<file path="src/rtl/run_ctrl.sv">
`default_nettype none
// +--------------------------------------------------------------------------+
// | Module   : run_ctrl                                                      |
// | Purpose  : Run controller for one or more single-cycle cpu cores.        |
// |            Stretches the core reset after a start request, tracks        |
// |            per-core halts, counts RUN cycles and applies a watchdog.     |
// | Revision : 1.0 - initial release                                         |
// +--------------------------------------------------------------------------+
module run_ctrl #(
  parameter int NUM_CORES  = 1,
  parameter int RST_HOLD   = 2,
  parameter int CNT_W      = 16,
  parameter int MAX_CYCLES = 100
) (
  input  logic                 clk,
  input  logic                 rst_n,
  input  logic                 start,
  input  logic [NUM_CORES-1:0] hlt,
  output logic                 core_rst_n,
  output logic                 running,
  output logic                 done,
  output logic                 timeout,
  output logic [CNT_W-1:0]     cycle_cnt,
  output logic [NUM_CORES-1:0] halt_mask
);

  // Hold counter only needs to count 0 .. RST_HOLD-1.
  localparam int               HOLD_W    = (RST_HOLD > 1) ? $clog2(RST_HOLD) : 1;
  localparam logic [HOLD_W-1:0] HOLD_LAST = HOLD_W'(RST_HOLD - 1);
  localparam logic [HOLD_W-1:0] HOLD_ONE  = HOLD_W'(1);
  localparam logic [CNT_W-1:0]  CNT_ONE   = CNT_W'(1);
  localparam logic [CNT_W-1:0]  CNT_SAT   = {CNT_W{1'b1}};
  localparam logic [CNT_W-1:0]  WDOG_LIM  = CNT_W'(MAX_CYCLES);
  localparam bit                WDOG_EN   = (MAX_CYCLES != 0);

  localparam logic [2:0] ST_IDLE    = 3'd0;
  localparam logic [2:0] ST_RSTHOLD = 3'd1;
  localparam logic [2:0] ST_RUN     = 3'd2;
  localparam logic [2:0] ST_DONE    = 3'd3;
  localparam logic [2:0] ST_TIMEOUT = 3'd4;

  logic [2:0]           state_q,      state_d;
  logic [HOLD_W-1:0]    hold_cnt_q,   hold_cnt_d;
  logic [CNT_W-1:0]     cycle_cnt_q,  cycle_cnt_d;
  logic [NUM_CORES-1:0] halt_mask_q,  halt_mask_d;
  logic                 core_rst_n_q, core_rst_n_d;
  logic                 running_q,    running_d;
  logic                 done_q,       done_d;
  logic                 timeout_q,    timeout_d;

  // State, counters and registered outputs; rst_n clears everything at once.
  always_ff @(posedge clk or negedge rst_n) begin
    if (!rst_n) begin
      state_q      <= ST_IDLE;
      hold_cnt_q   <= '0;
      cycle_cnt_q  <= '0;
      halt_mask_q  <= '0;
      core_rst_n_q <= 1'b0;
      running_q    <= 1'b0;
      done_q       <= 1'b0;
      timeout_q    <= 1'b0;
    end else begin
      state_q      <= state_d;
      hold_cnt_q   <= hold_cnt_d;
      cycle_cnt_q  <= cycle_cnt_d;
      halt_mask_q  <= halt_mask_d;
      core_rst_n_q <= core_rst_n_d;
      running_q    <= running_d;
      done_q       <= done_d;
      timeout_q    <= timeout_d;
    end
  end

  // Next-state and counter update; halt beats watchdog when both fire together.
  always_comb begin
    state_d     = state_q;
    hold_cnt_d  = hold_cnt_q;
    cycle_cnt_d = cycle_cnt_q;
    halt_mask_d = halt_mask_q;
    case (state_q)
      ST_IDLE, ST_DONE, ST_TIMEOUT: begin
        if (start) begin
          state_d     = ST_RSTHOLD;
          hold_cnt_d  = '0;
          cycle_cnt_d = '0;
          halt_mask_d = '0;
        end
      end
      ST_RSTHOLD: begin
        // hlt from cores still in reset is meaningless, so it is not sampled here.
        hold_cnt_d = hold_cnt_q + HOLD_ONE;
        if (hold_cnt_q == HOLD_LAST) begin
          state_d = ST_RUN;
        end
      end
      ST_RUN: begin
        halt_mask_d = halt_mask_q | hlt;
        if (cycle_cnt_q != CNT_SAT) begin
          cycle_cnt_d = cycle_cnt_q + CNT_ONE;
        end
        if (&halt_mask_d) begin
          state_d = ST_DONE;
        end else if (WDOG_EN && (cycle_cnt_d == WDOG_LIM)) begin
          state_d = ST_TIMEOUT;
        end
      end
      default: begin
        state_d = ST_IDLE;
      end
    endcase
  end

  // Output decode from the next state so every flag lands with its state.
  always_comb begin
    core_rst_n_d = (state_d == ST_RUN) || (state_d == ST_DONE);
    running_d    = (state_d == ST_RUN);
    done_d       = (state_d == ST_DONE);
    timeout_d    = (state_d == ST_TIMEOUT);
  end

  assign core_rst_n = core_rst_n_q;
  assign running    = running_q;
  assign done       = done_q;
  assign timeout    = timeout_q;
  assign cycle_cnt  = cycle_cnt_q;
  assign halt_mask  = halt_mask_q;

endmodule
`default_nettype wire

</file>
<file path="config.mk">
export PLATFORM = sky130hd
export DESIGN_NAME = run_ctrl
export DESIGN_NICKNAME = d
export VERILOG_FILES = /design/src/rtl/run_ctrl.sv
export SDC_FILE = /design/constraint.sdc
export NUM_CORES = 1
export LEC_CHECK = 0
export CORE_MARGIN = 2
export CORE_UTILIZATION = 35
export DETAILED_ROUTE_END_ITERATION = 16
export HOLD_SLACK_MARGIN = 0.12
export PLACE_DENSITY = 0.65
export SYNTH_ARGS = -nofsm -noshare
export SYNTH_HDL_FRONTEND = slang
export SYNTH_SLANG_ARGS = --single-unit
</file>
<file path="constraint.sdc">
create_clock -name clk -period 2 [get_ports clk]
set_input_delay 0.3 -clock clk [delete_from_list [all_inputs] [get_ports clk]]
set_output_delay 0.3 -clock clk [all_outputs]
set_load 0.01 [all_outputs]
</file>
==> flow_summary.toml, run 1 <==
[worst_setup_path]
r2r_slack_ns = 0.08
reg2reg_depth = 5
rr_startpoint = "cycle_cnt[10]"
endpoint_kind = "register"
cp.required_ns = 2.15
setup.worst_path.class = "register to register"
cp-start-kind = "register"
crit_fanout = 6
reg2reg_to = "core_rst_n"
cp.arrival_ns = 2.07

[place]
place.gp.congestion = 0.8704
dp_hpwl_um = 3340
port_buffers = 24

[power]
internal_power_mw = 1.141
p_per_area_nw_per_um2 = 865.5
p_comb_share_pct = 46.7
p_total_mw = 1.899
irDropWorstVdd_uv = 443.4
clock_power_share_pct = 16.2
switching_share_pct = 39.94
power_frac_seq_pct = 37.2
p_switching_mw = 0.7585
p_leak_nw = 0.8990

[cts]
cts_buffer_depth = 2
clkTransAtPathRegs_ns = 0.09
holdBufCountCts = 0
htreeDepth = 1
cts_tree = "done"
worstSkewPairLatency_ns = 0.27
clockRootBuffer = "clkbuf_8"
cts_sinks = 25
cts_inserted_buffers = 3

[drt]
viasPerCell = 5.715
first_iter_violations = 92
drcViolationCount = 0
detail-route-antenna-nets = 0
first_pass_iters = 4
wl_per_cell_um = 15.59
vias = 1663
routed_wl_um = 4538

[synthesis]
yosys_warnings = 0
synth-seq-area-share_pct = 38.37
yosysUniqueCellTypes = 45
synth_flop_cell = "dfrtp_1"
synth_enable_flop_cells = 0
synth.avg_cell_area_sq_um = 8.361
syn_nets = 200
async_flop_share_pct = 100.0
syn_area_sq_um = 1630
synth_seq_cells = 25
netlist_instances = 195

[timing]
fmaxAchievable_ghz = 0.5196
fin_skew_ns = 0.002081
final-setup-viol-count = 0
worst_pin_slew_ns = 0.4376
drv_slew = 0
finalCriticalPeriod_ns = 1.925
relSlewSlack_pct = 70.83
min_period_over_period_pct = 96.23
hold_viol_final = 0
rsz0062_at_grt = "true"

[die]
rows = 24
num_io_pins = 25
dieArea_sq_um = 5220
die_h_um = 72.25
start_util_pct = 36.93
core_sq_um = 4414
die_x_um = 72.25

[finish]
fin_nets = 245
final_common_cell = "buf_4"
antenna_cells = 0
layout_common_cells = "buf_4 (30), dfrtp_1 (24), clkdlybuf4s50_1 (24)"
area_growth_pct = 34.61
drive_above_1_share_pct = 22.18
fillers = 424
fin_util_pct = 49.72

[run_status]
status = "completed"

[global_route]
grt.total_usage_pct = 18.11
grt_max_degree = 26
grt_pass1_vias = 1515
antenna_found_initial = 0
grt_pass1_wl_um = 7493
grt-ovfl-total = 0

[run]
cap_violations = 0

[hold_path]
min_path_type = "input pin to asynchronous set/reset pin"
[flip-flops by register name, summed over array words and instances (netlist names)]
register and count:
state_q 3, core_rst_n 1, timeout 1, hold_cnt_q 1, cycle_cnt 16, done 1
halt_mask 1, running 1
[logic make-up after synthesis]
group                    synth area share, %
buffers and inverters                  6.907
AND/OR/NAND/NOR                        25.10
adder cells (fa/ha/maj)                1.381
flip-flops                             38.37
XOR/XNOR                               2.687
AO/OA/AOI/OAI                          25.56
[per-layer routing]
metal	up-vias	GRT usage, %	part of all wire [%]
li1	806	-	-
met5	-	0	0
met3	5	2.361	5.0
met1	798	27.90	48
met2	54	26.61	46
met4	0	4.822	0.93
[how the worst max path moves through the flow]
stage,from,endpoint,slack [ns]
global placement,cycle_cnt[1],running,0.08
detailed placement,cycle_cnt[0],state_q[1],0.03
global route,cycle_cnt[0],timeout,-0.04
finish,cycle_cnt[10],core_rst_n,0.08
floorplan,cycle_cnt[1],core_rst_n,0.01
CTS,cycle_cnt[0],timeout,0.02
[cells in the mapped netlist, drive strengths merged (4+ instances only)]
library cell | number | area share (%)
o21ai | 23 | 7.1
a21oi | 14 | 4.3
nor3 | 7 | 2.1
nand3 | 12 | 3.7
nand2 | 16 | 3.7
nor2 | 19 | 4.4
buf | 9 | 3.5
clkbuf | 5 | 1.2
dfrtp | 25 | 38
inv | 10 | 2.3
nor4 | 4 | 2.8
nand4 | 7 | 3.6
a31oi | 7 | 2.7
[timing repair]
action,4_1_cts,5_1_grt
resized for setup,0,13
buffers inserted,0,1
setup endpoints to repair,0,8
[worst max-delay path, cell delays in order, from the launching register on]
cell and delay, ns:
dfrtp_1 0.49, nand4_4 0.19, nor4_4 0.34, a31oi_2 0.15, a2111oi_4 0.49, a21oi_1 0.13
[through the flow]
stage / instance area [sq um] / cells / setup TNS [ns] / hold WS, ns / worst slack (ns)
final: 2195 / 291 / 0 / 0.3873 / 0.07542
after global routing: 2195 / 291 / -0.1004 / 0.4471 / -0.04337
after CTS: 2127 / 290 / 0 / 0.4032 / 0.02348
after detailed placement: 2081 / 286 / 0 / 0.5613 / 0.03036
after global placement: 2081 / 286 / 0 / 0.5590 / 0.07562
after floorplan: 1634 / 195 / 0 / 0.004409 / 0.01308
[layout make-up]
type / count / area, sq um / area share, %
multi-input cells: 146 / 953.4 / 43.44
clock buffers: 3 / 41.29 / 1.881
repair buffers: 54 / 465.4 / 21.21
well taps: 52 / 65.06 / 2.965
flip-flops and latches: 25 / 626.9 / 28.56
inverters: 10 / 37.54 / 1.710
clock inverters: 1 / 5.005 / 0.2281
[power groups by stage]
stage / Clock, mW / Sequential, mW / Combinational [mW]
after floorplan: 0 / 0.717 / 0.489
after global placement: 0 / 0.712 / 0.856
after detailed placement: 0 / 0.712 / 0.857
after CTS: 0.315 / 0.703 / 0.858
after global routing: 0.331 / 0.725 / 0.977
final: 0.307 / 0.706 / 0.886
No activity file was read; power rests on OpenSTA's default activity.
==> inputs of run 2 (changes only) <==
--- a/config.mk
+++ b/config.mk
@@ -5,7 +5,7 @@
 export SDC_FILE = /design/constraint.sdc
 export NUM_CORES = 1
 export LEC_CHECK = 0
-export CORE_MARGIN = 2
+export CORE_MARGIN = 3
 export CORE_UTILIZATION = 35
 export DETAILED_ROUTE_END_ITERATION = 16
 export HOLD_SLACK_MARGIN = 0.12
==> run 2 against run 1 <==
Final area up 2.6%. Sequential share of layout area fell by 0.67 points. Sequential power increased by 0.8%. Cell count increased by 1.4%. Clock power barely moved. Power is 1.8% higher. Via count up 3.8%. Die area is 5.6% higher. First-iteration DRC count up 79%. Combinational power is 3.2% higher. Clock skew down 0.0010 ns. Register-to-register slack better by 0.03 ns. Largest cell class unchanged. Highest routed layer unchanged.
==> flow_summary.toml, run 2 (synthesis results as in run 1) <==
[run_status]
status = "completed"

[worst_setup_path]
reg2reg_to = "timeout"
r2r_slack_ns = 0.10
reg2reg_depth = 7
crit_family = "simple AND/OR/NAND/NOR gates"
setup.worst_path.class = "register to register"
crit_fanout = 6
critPathSlowestCell = "dfrtp_1"
worst-path-buf-inv = 1
endpoint_kind = "register"
path_depth = 7
cp-start-kind = "register"
rr_startpoint = "cycle_cnt[10]"
cp.arrival_ns = 2.07
slowest_delay_ns = 0.46
cp.required_ns = 2.17
crit_chain = "nand4_4, nor4_4, nor3_1, a31oi_1, a2111oi_4, buf_4, a21o_1"

[cts]
htreeDepth = 1
clockRootBuffer = "clkbuf_8"
cts_sinks = 25
worstSkewPairLatency_ns = 0.27
cts_buffer_depth = 2
holdBufCountCts = 0
clkTransAtPathRegs_ns = 0.09
cts_inserted_buffers = 3
cts_tree = "done"

[place]
dp_hpwl_um = 3497
dp_slack_ns = 0.04027
port_buffers = 24
place.gp.congestion = 0.8994

[hold_path]
min_path_type = "input pin to asynchronous set/reset pin"

[finish]
final_common_cell = "buf_4"
fin_util_pct = 51.02
antenna_cells = 0
fin_nets = 249
fillers = 393
area_growth_pct = 38.14
layout_common_cells = "buf_4 (33), clkdlybuf4s50_1 (24), dfrtp_1 (23)"
drive_above_1_share_pct = 24.69
largest_reg_flops = 16

[timing]
worst_pin_slew_ns = 0.3998
fmaxAchievable_ghz = 0.5265
finalCriticalPeriod_ns = 1.899
fin_skew_ns = 0.001084
min_period_over_period_pct = 94.96
hold_viol_final = 0
drv_slew = 0
relSlewSlack_pct = 73.14
final-setup-viol-count = 0
layout_setup_ws_ns = 0.1007
fin_setup_tns_ns = 0

[die]
core_sq_um = 4414
dieArea_sq_um = 5513
die_h_um = 74.25
rows = 24
start_util_pct = 36.93
num_io_pins = 25
die_x_um = 74.25

[power]
p_leak_nw = 0.9375
irDropWorstVdd_uv = 444.7
p_per_area_nw_per_um2 = 858.2

[drt]
wl_per_cell_um = 15.78
vias = 1727
first_pass_iters = 4
first_iter_violations = 165
detail-route-antenna-nets = 0
drcViolationCount = 0
routed_wl_um = 4654
viasPerCell = 5.854

[global_route]
grt_max_degree = 26
grt-ovfl-total = 0
grt_pass1_vias = 1545
grt_pass1_wl_um = 7452
antenna_found_initial = 0
grt.total_usage_pct = 17.32

[run]
cap_violations = 0
[run 2: per-stage QoR]
step                      power, mW  hold slack [ns]  cell area [sq um]  instances
after floorplan               1.206         0.004409               1634        195
after global placement        1.577           0.5659               2088        287
after detailed placement      1.583           0.5654               2088        287
after CTS                     1.889           0.3962               2135        291
after global routing          2.067           0.4250               2252        295
final                         1.933           0.3830               2252        295
[run 2: area by class of cell]
cell class              count  area [sq um]  share of cell area [%]
multi-input cells         146         975.9                   43.33
repair buffers             58         499.2                   22.17
clock buffers               3         41.29                   1.833
inverters                  10         37.54                   1.667
well taps                  52         65.06                   2.889
flip-flops and latches     25         628.1                   27.89
clock inverters             1         5.005                  0.2222
[run 2: worst max-delay path by stage]
stage / startpoint / to / slack, ns
after floorplan: cycle_cnt[1] / core_rst_n / 0.01
after global placement: cycle_cnt[8] / timeout / 0.06
after detailed placement: cycle_cnt[0] / state_q[1] / 0.04
after CTS: cycle_cnt[0] / state_q[1] / 0.02
after global routing: cycle_cnt[0] / timeout / -0.01
final: cycle_cnt[10] / timeout / 0.10
[run 2: routing by layer]
layer / share of wire [%] / track usage [%]
met1: 46 / 25.82
met4: 2.0 / 4.941
met3: 6.1 / 2.162
met2: 46 / 26.38
met5: 0 / 0
[run 2: power by group]
group          internal [mW]  leakage [nW]  switching [mW]  total [mW]
clock                  0.140        0.0255           0.166       0.306
combinational          0.418         0.579           0.496       0.914
sequential             0.603         0.333           0.109       0.712
[run 2: what timing repair did]
item	in CTS	in global routing
endpoints found under the setup margin	0	9
buffers inserted	0	4
resized for setup	0	20
[run 2: worst register-to-register path: stages (launching register included)]
cell and delay, ns:
dfrtp_1 0.46, nand4_4 0.22, nor4_4 0.38, nor3_1 0.09, a31oi_1 0.25, a2111oi_4 0.05, buf_4 0.17, a21o_1 0.17
